[src/rtl/axi_mem_arbiter.sv]
// ---------------------------------------------------------------------------
// axi_mem_arbiter
//
// Shares one AXI memory master port between NumMst requesters. AR and AW are
// arbitrated independently with round-robin pointers. After an AW is accepted,
// the W channel is locked to that requester until its last beat. Downstream IDs
// carry the requester index in their MSBs. B and R responses are routed back by
// that index, and the index is stripped before the ID reaches the requester.
// All channels are combinational pass-throughs. The only state is the two
// arbiter FSMs, their latched grants, the round-robin pointers and the W owner.
//
// Ports
//   clk_i, rst_i            clock, asynchronous active-high reset
//   s_aw_* / s_w_* / s_b_*  per-requester write channels (requester 0 in LSBs)
//   s_ar_* / s_r_*          per-requester read channels
//   m_aw_* / m_w_* / m_b_*  downstream write channels, ID width IdWidth+IxW
//   m_ar_* / m_r_*          downstream read channels
// ---------------------------------------------------------------------------
module axi_mem_arbiter #(
   parameter int  NumMst    = 2,
   parameter int  IdWidth   = 4,
   parameter int  AddrWidth = 64,
   parameter int  DataWidth = 64,
   localparam int IxW       = $clog2(NumMst),
   localparam int StrbW     = DataWidth / 8,
   localparam int AttrW     = 17,
   localparam int MIdW      = IdWidth + IxW
) (
   input  logic                           clk_i,
   input  logic                           rst_i,
   // requester write address
   input  logic [NumMst-1:0]              s_aw_valid_i,
   output logic [NumMst-1:0]              s_aw_ready_o,
   input  logic [NumMst*IdWidth-1:0]      s_aw_id_i,
   input  logic [NumMst*AddrWidth-1:0]    s_aw_addr_i,
   input  logic [NumMst*8-1:0]            s_aw_len_i,
   input  logic [NumMst*AttrW-1:0]        s_aw_attr_i,
   // requester write data
   input  logic [NumMst-1:0]              s_w_valid_i,
   output logic [NumMst-1:0]              s_w_ready_o,
   input  logic [NumMst*DataWidth-1:0]    s_w_data_i,
   input  logic [NumMst*StrbW-1:0]        s_w_strb_i,
   input  logic [NumMst-1:0]              s_w_last_i,
   // requester write response
   output logic [NumMst-1:0]              s_b_valid_o,
   input  logic [NumMst-1:0]              s_b_ready_i,
   output logic [IdWidth-1:0]             s_b_id_o,
   output logic [1:0]                     s_b_resp_o,
   // requester read address
   input  logic [NumMst-1:0]              s_ar_valid_i,
   output logic [NumMst-1:0]              s_ar_ready_o,
   input  logic [NumMst*IdWidth-1:0]      s_ar_id_i,
   input  logic [NumMst*AddrWidth-1:0]    s_ar_addr_i,
   input  logic [NumMst*8-1:0]            s_ar_len_i,
   input  logic [NumMst*AttrW-1:0]        s_ar_attr_i,
   // requester read data
   output logic [NumMst-1:0]              s_r_valid_o,
   input  logic [NumMst-1:0]              s_r_ready_i,
   output logic [IdWidth-1:0]             s_r_id_o,
   output logic [DataWidth-1:0]           s_r_data_o,
   output logic [1:0]                     s_r_resp_o,
   output logic                           s_r_last_o,
   // downstream write address
   output logic                           m_aw_valid_o,
   input  logic                           m_aw_ready_i,
   output logic [MIdW-1:0]                m_aw_id_o,
   output logic [AddrWidth-1:0]           m_aw_addr_o,
   output logic [7:0]                     m_aw_len_o,
   output logic [AttrW-1:0]               m_aw_attr_o,
   // downstream write data
   output logic                           m_w_valid_o,
   input  logic                           m_w_ready_i,
   output logic [DataWidth-1:0]           m_w_data_o,
   output logic [StrbW-1:0]               m_w_strb_o,
   output logic                           m_w_last_o,
   // downstream write response
   input  logic                           m_b_valid_i,
   output logic                           m_b_ready_o,
   input  logic [MIdW-1:0]                m_b_id_i,
   input  logic [1:0]                     m_b_resp_i,
   // downstream read address
   output logic                           m_ar_valid_o,
   input  logic                           m_ar_ready_i,
   output logic [MIdW-1:0]                m_ar_id_o,
   output logic [AddrWidth-1:0]           m_ar_addr_o,
   output logic [7:0]                     m_ar_len_o,
   output logic [AttrW-1:0]               m_ar_attr_o,
   // downstream read data
   input  logic                           m_r_valid_i,
   output logic                           m_r_ready_o,
   input  logic [MIdW-1:0]                m_r_id_i,
   input  logic [DataWidth-1:0]           m_r_data_i,
   input  logic [1:0]                     m_r_resp_i,
   input  logic                           m_r_last_i
);

   typedef enum logic {AR_IDLE, AR_HOLD} ar_state_e;
   typedef enum logic [1:0] {AW_IDLE, AW_HOLD, W_BURST} aw_state_e;

   ar_state_e        ar_state_q, ar_state_d;
   aw_state_e        aw_state_q, aw_state_d;
   logic [IxW-1:0]   ar_grant_q, ar_grant_d;
   logic [IxW-1:0]   aw_grant_q, aw_grant_d;
   logic [IxW-1:0]   rr_ar_q, rr_ar_d;
   logic [IxW-1:0]   rr_aw_q, rr_aw_d;
   logic [IxW-1:0]   w_owner_q, w_owner_d;

   logic [IxW-1:0]   ar_sel, aw_sel, r_tag, b_tag;
   logic             ar_valid, ar_hs, aw_valid, aw_hs, w_valid, w_hs;

   // First requesting index at or after ptr, wrapping. Because NumMst is a
   // power of two, IxW-bit addition wraps naturally. If nobody requests,
   // ptr is returned, and its valid bit is 0.
   function automatic logic [IxW-1:0] rr_pick(input logic [NumMst-1:0] req,
                                              input logic [IxW-1:0]    ptr);
      logic [IxW-1:0] idx;
      logic           found;
      rr_pick = ptr;
      found   = 1'b0;
      for (int k = 0; k < NumMst; k++) begin
         idx = ptr + IxW'(k);
         if (!found && req[idx]) begin
            rr_pick = idx;
            found   = 1'b1;
         end
      end
   endfunction

   // Read address arbiter. In HOLD the latched grant is forwarded, so the
   // pending payload never changes before the handshake.
   always_comb begin
      ar_state_d = ar_state_q;
      ar_grant_d = ar_grant_q;
      rr_ar_d    = rr_ar_q;
      ar_sel     = (ar_state_q == AR_HOLD) ? ar_grant_q : rr_pick(s_ar_valid_i, rr_ar_q);
      ar_valid   = s_ar_valid_i[ar_sel] && !rst_i;
      ar_hs      = ar_valid && m_ar_ready_i;
      if (ar_hs) begin
         ar_state_d = AR_IDLE;
         rr_ar_d    = ar_sel + IxW'(1);
      end else if (ar_valid) begin
         ar_state_d = AR_HOLD;
         ar_grant_d = ar_sel;
      end
   end

   // Write address arbiter plus the W lock. The AW handshake hands the W
   // channel to the winner until its last beat, and AW stays blocked meanwhile.
   always_comb begin
      aw_state_d = aw_state_q;
      aw_grant_d = aw_grant_q;
      rr_aw_d    = rr_aw_q;
      w_owner_d  = w_owner_q;
      aw_sel     = (aw_state_q == AW_HOLD) ? aw_grant_q : rr_pick(s_aw_valid_i, rr_aw_q);
      aw_valid   = (aw_state_q != W_BURST) && s_aw_valid_i[aw_sel] && !rst_i;
      aw_hs      = aw_valid && m_aw_ready_i;
      w_valid    = (aw_state_q == W_BURST) && s_w_valid_i[w_owner_q] && !rst_i;
      w_hs       = w_valid && m_w_ready_i;
      if (aw_hs) begin
         aw_state_d = W_BURST;
         w_owner_d  = aw_sel;
         rr_aw_d    = aw_sel + IxW'(1);
      end else if (aw_valid) begin
         aw_state_d = AW_HOLD;
         aw_grant_d = aw_sel;
      end else if (w_hs && s_w_last_i[w_owner_q]) begin
         aw_state_d = AW_IDLE;
      end
   end

   // Channel steering. Every valid and ready is qualified by !rst_i, so
   // asserting reset silences the whole boundary immediately.
   always_comb begin
      m_ar_valid_o = ar_valid;
      m_ar_id_o    = {ar_sel, s_ar_id_i[int'(ar_sel)*IdWidth +: IdWidth]};
      m_ar_addr_o  = s_ar_addr_i[int'(ar_sel)*AddrWidth +: AddrWidth];
      m_ar_len_o   = s_ar_len_i[int'(ar_sel)*8 +: 8];
      m_ar_attr_o  = s_ar_attr_i[int'(ar_sel)*AttrW +: AttrW];
      s_ar_ready_o = '0;
      s_ar_ready_o[ar_sel] = ar_valid && m_ar_ready_i;

      m_aw_valid_o = aw_valid;
      m_aw_id_o    = {aw_sel, s_aw_id_i[int'(aw_sel)*IdWidth +: IdWidth]};
      m_aw_addr_o  = s_aw_addr_i[int'(aw_sel)*AddrWidth +: AddrWidth];
      m_aw_len_o   = s_aw_len_i[int'(aw_sel)*8 +: 8];
      m_aw_attr_o  = s_aw_attr_i[int'(aw_sel)*AttrW +: AttrW];
      s_aw_ready_o = '0;
      s_aw_ready_o[aw_sel] = aw_valid && m_aw_ready_i;

      m_w_valid_o  = w_valid;
      m_w_data_o   = s_w_data_i[int'(w_owner_q)*DataWidth +: DataWidth];
      m_w_strb_o   = s_w_strb_i[int'(w_owner_q)*StrbW +: StrbW];
      m_w_last_o   = s_w_last_i[w_owner_q];
      s_w_ready_o  = '0;
      s_w_ready_o[w_owner_q] = (aw_state_q == W_BURST) && m_w_ready_i && !rst_i;

      r_tag        = m_r_id_i[MIdW-1:IdWidth];
      s_r_valid_o  = '0;
      s_r_valid_o[r_tag] = m_r_valid_i && !rst_i;
      m_r_ready_o  = s_r_ready_i[r_tag] && !rst_i;
      s_r_id_o     = m_r_id_i[IdWidth-1:0];
      s_r_data_o   = m_r_data_i;
      s_r_resp_o   = m_r_resp_i;
      s_r_last_o   = m_r_last_i;

      b_tag        = m_b_id_i[MIdW-1:IdWidth];
      s_b_valid_o  = '0;
      s_b_valid_o[b_tag] = m_b_valid_i && !rst_i;
      m_b_ready_o  = s_b_ready_i[b_tag] && !rst_i;
      s_b_id_o     = m_b_id_i[IdWidth-1:0];
      s_b_resp_o   = m_b_resp_i;
   end

   always_ff @(posedge clk_i or posedge rst_i) begin
      if (rst_i) begin
         ar_state_q <= AR_IDLE;
         aw_state_q <= AW_IDLE;
         ar_grant_q <= '0;
         aw_grant_q <= '0;
         rr_ar_q    <= '0;
         rr_aw_q    <= '0;
         w_owner_q  <= '0;
      end else begin
         ar_state_q <= ar_state_d;
         aw_state_q <= aw_state_d;
         ar_grant_q <= ar_grant_d;
         aw_grant_q <= aw_grant_d;
         rr_ar_q    <= rr_ar_d;
         rr_aw_q    <= rr_aw_d;
         w_owner_q  <= w_owner_d;
      end
   end

endmodule

[config.mk]
export PLATFORM = sky130hd
export DESIGN_NAME = axi_mem_arbiter
export DESIGN_NICKNAME = d
export VERILOG_FILES = /design/src/rtl/axi_mem_arbiter.sv
export SDC_FILE = /design/constraint.sdc
export NUM_CORES = 1
export LEC_CHECK = 0
export CORE_AREA = 2 2 382 384
export DETAILED_ROUTE_END_ITERATION = 8
export DIE_AREA = 0 0 384 386
export SLEW_MARGIN = 20
export SYNTH_ARGS = -nofsm -noshare
export SYNTH_HDL_FRONTEND = slang
export SYNTH_SLANG_ARGS = --single-unit
[constraint.sdc]
create_clock -name clk_i -period 2.3 [get_ports clk_i]
set_input_delay 0.46 -clock clk_i [delete_from_list [all_inputs] [get_ports clk_i]]
set_output_delay 0.46 -clock clk_i [all_outputs]
set_load 0.05 [all_outputs]
==> flow_metrics.env <==
export IMPL_cp_arrival_ns=2.12
export IMPL_yosys_warnings=0
export IMPL_wl_met1_mm=27.5
export IMPL_cap_viol_max_count=0
export IMPL_grt_pass1_wl_mm=94.4
export IMPL_synth_area_um2=4620
export IMPL_dp_hpwl_mm=76.5
export IMPL_slowest_delay_ns=0.40
export IMPL_firstDrtPassIters=5
export IMPL_syn_instance_count=442
export IMPL_fillCellCount=16400
export IMPL_drtIter0Drc=406
export IMPL_wirelength_mm=82.9
export IMPL_finalSetupViolations=174
export IMPL_cts_path_max_buffers=2
export IMPL_cts_buffers_inserted=3
export IMPL_wl_met2_mm=34.3
export IMPL_regArea_um2=204
export IMPL_power_w=0.0221
export IMPL_rsz0062_at_grt="true"
export IMPL_area_growth_pct=283
export IMPL_grt_overflow=0
export IMPL_path_cells="nand2b_4 > buf_6 > o21ai_4 > o21ai_4 > buf_16 > clkbuf_16 > mux2_2 > buf_12"
export IMPL_routed_via_density=2.32
export IMPL_synthTopCellsByArea="mux2_2 (51%), mux2_4 (17%), buf_4 (13%)"
export IMPL_leakagePower_nw=6.84
export IMPL_worst_pin_slew_ns=0.463
export IMPL_drive_above_1_share_pct=52.1
export IMPL_antenna_found_initial=47
export IMPL_die_area_um2=148000
export IMPL_nNetsFinal=1841
export IMPL_post_place_cells=3116
export IMPL_post_synth_top_count_cell="mux2_2"
export IMPL_synth_commonest_cells="mux2_2 (208), buf_4 (80), mux2_4 (53)"
export IMPL_grt_max_degree=59
export IMPL_critPathKind="reg -> out"
export IMPL_worst_ep_required_time_ns=1.84
export IMPL_violations="setup timing"
export IMPL_grt_pass1_vias=7367
export IMPL_route_detailed_drc=0
export IMPL_worstSetupStartpointType="register"
export IMPL_avgRoutedWirePerCell_um=26.4
export IMPL_cts_tree="yes"
export IMPL_power_density_nw_per_um2=1250
export IMPL_ant_nets=0
export IMPL_hp_class="reg -> reg"
export IMPL_floorplan_initialDensity_pct=3.20
export IMPL_syn_avg_cell_area_um2=10.5
export IMPL_insertion_delay_ns=0.24
export IMPL_cts_htree_levels=1
export IMPL_die_y_um=386
export IMPL_end_kind="primary output"
export IMPL_synthArstFlopShare_pct=100
export IMPL_synthDistinctLibCells=42
export IMPL_crit_path_top_delay_cell="dfrtp_1"
export IMPL_gp_congestion=0.885
export IMPL_slew_headroom_pct=68.9
export IMPL_io_pin_count=967
export IMPL_status="complete, but fails checks"
export IMPL_synth_seq_cells=8
export IMPL_die_x_um=384
export IMPL_top_layer="met5"
export IMPL_clkSinkCount=8
export IMPL_crit_fanout=10
export IMPL_synth_seq_area_share_pct=4.33
export IMPL_dr_wl_met3_mm=18.5
export IMPL_gr_usage_all_layers_pct=10.4
export IMPL_rows=140
export IMPL_coreArea_um2=145000
export IMPL_clk_pin_slew_ns=0.04
export IMPL_period_needed_ns=2.58
export IMPL_fmax_mhz=388
export IMPL_port_buffers=812
export IMPL_slew_viol_final=0
export IMPL_layoutNonFillerInstCount=3145
export IMPL_fin_ws_ns=-0.279
export IMPL_skew_ns=0.00751
export IMPL_reg2reg_slack_ns=0.35
export IMPL_synth_top_area_share_pct=50.7
export IMPL_fin_crit_sh_pct=112
export IMPL_multi_input_area_um2=3790
export IMPL_ir_drop_mv=0.733
export IMPL_yosys_area_top_type="mux2_2"
export IMPL_route_vias_total=7307
export IMPL_cts_root_buf="clkbuf_16"
export IMPL_crit_family="buffers and inverters"
export IMPL_synthesis_nets=1056
export IMPL_synth_edf_count=0
export IMPL_finalInstanceArea_um2=17700
export IMPL_hold_violations=0
export IMPL_crit_path_frequent_cell="o21ai_4"
export IMPL_synth_top_flop_cell="dfrtp_1"
export IMPL_path_buf_inv=4
export IMPL_placed_area_um2=16400
[path summary, 6_finish.rpt]
path / from / endpoint / depth (start not counted)
worst max-delay path: aw_state_q[0] / m_aw_attr_o[4] / 8
worst max register to register: aw_state_q[1] / aw_grant_q / 11
max in group asynchronous: rst_i / w_owner_q / 4
min in group asynchronous: rst_i / w_owner_q / 4
worst min register to register: aw_grant_q / aw_grant_q / 1
worst min-delay path: aw_grant_q / aw_grant_q / 1
[report_power, final]
| part | internal, W | switching (W) | total, W |
|---|---|---|---|
| clock network | 0.000232 | 0.0000771 | 0.000309 |
| registers | 0.000201 | 0.0000615 | 0.000262 |
| logic | 0.00997 | 0.0116 | 0.0216 |
[what timing repair did]
action / CTS / global route
pin swaps: 3 / 4
resized for setup: 203 / 37
hold buffers: 0 / 0
endpoints found under the setup margin: 197 / 189
buffers inserted: 12 / 8
endpoints found under the hold margin: 0 / 0
cloned: 9 / 4
[cells in the final DEF, fill, tap and decap left out, types with 3 or more instances in the layout]
master,Yosys,layout
clkdlybuf4s50_1,0,531
buf_12,3,193
mux2_2,208,153
mux2_4,53,108
buf_6,12,71
buf_4,80,50
buf_8,0,28
buf_16,0,11
dfrtp_1,8,7
clkbuf_16,0,6
nor2_1,7,5
mux2i_1,4,4
nand3_1,4,4
nand2_1,4,4
inv_1,6,3
and3_1,3,3
[metal layers]
| layer | vias up | global-route usage [%] |
|---|---|---|
| li1 | 3105 | - |
| met1 | 3421 | 10.5 |
| met2 | 671 | 15.0 |
| met3 | 100 | 10.4 |
| met4 | 10 | 1.88 |
| met5 | - | 2.73 |
[sequential cells by signal, indices dropped and copies added, names as in the netlist]
signal      flops
ar_state_q      1
rr_aw_q         1
rr_ar_q         1
aw_state_q      2
w_owner_q       1
ar_grant_q      1
aw_grant_q      1
[cell families (layout without fill, tap and decap cells)]
kind of cell    count (synthesis)  count (layout)  synth area share (%)
buf+inv                       117             901                  19.3
other cells                     0               2                     0
simple gates                   38              38                  5.09
flops                           8               8                  4.33
compound gates                 14              14                  2.47
mux                           265             265                  68.8
[final cells by class]
type / count / area share [%]
Timing Repair Buffer: 890 / 63.2
Multi-Input combinational cell: 317 / 21.4
Tap cell: 1917 / 13.6
Sequential cell: 8 / 1.15
Clock buffer: 4 / 0.446
Inverter: 7 / 0.184
Antenna cell: 2 / 0.0283
[per-stage QoR]
| step | hold slack [ns] | TNS, ns | util (%) | setup WS [ns] |
|---|---|---|---|---|
| finish | 0.514 | -30.54 | 12.2 | -0.279 |
| global placement | 0.515 | -82.24 | 11.4 | -0.508 |
| detailed placement | 0.504 | -83.09 | 11.4 | -0.485 |
| floorplan | 0.479 | 0 | - | 0.000616 |
| global route | 0.556 | -38.66 | 12.2 | -0.339 |
| CTS | 0.519 | -33.98 | 12.1 | -0.335 |
[worst register-to-register path, delay by kind of cell (launching register included)]
kind	cells	cell delay, ns
simple gates	1	0.16
buf+inv	7	0.95
compound gates	3	0.37
flops	1	0.37
Note: power is estimated with default switching activity, not from simulation.
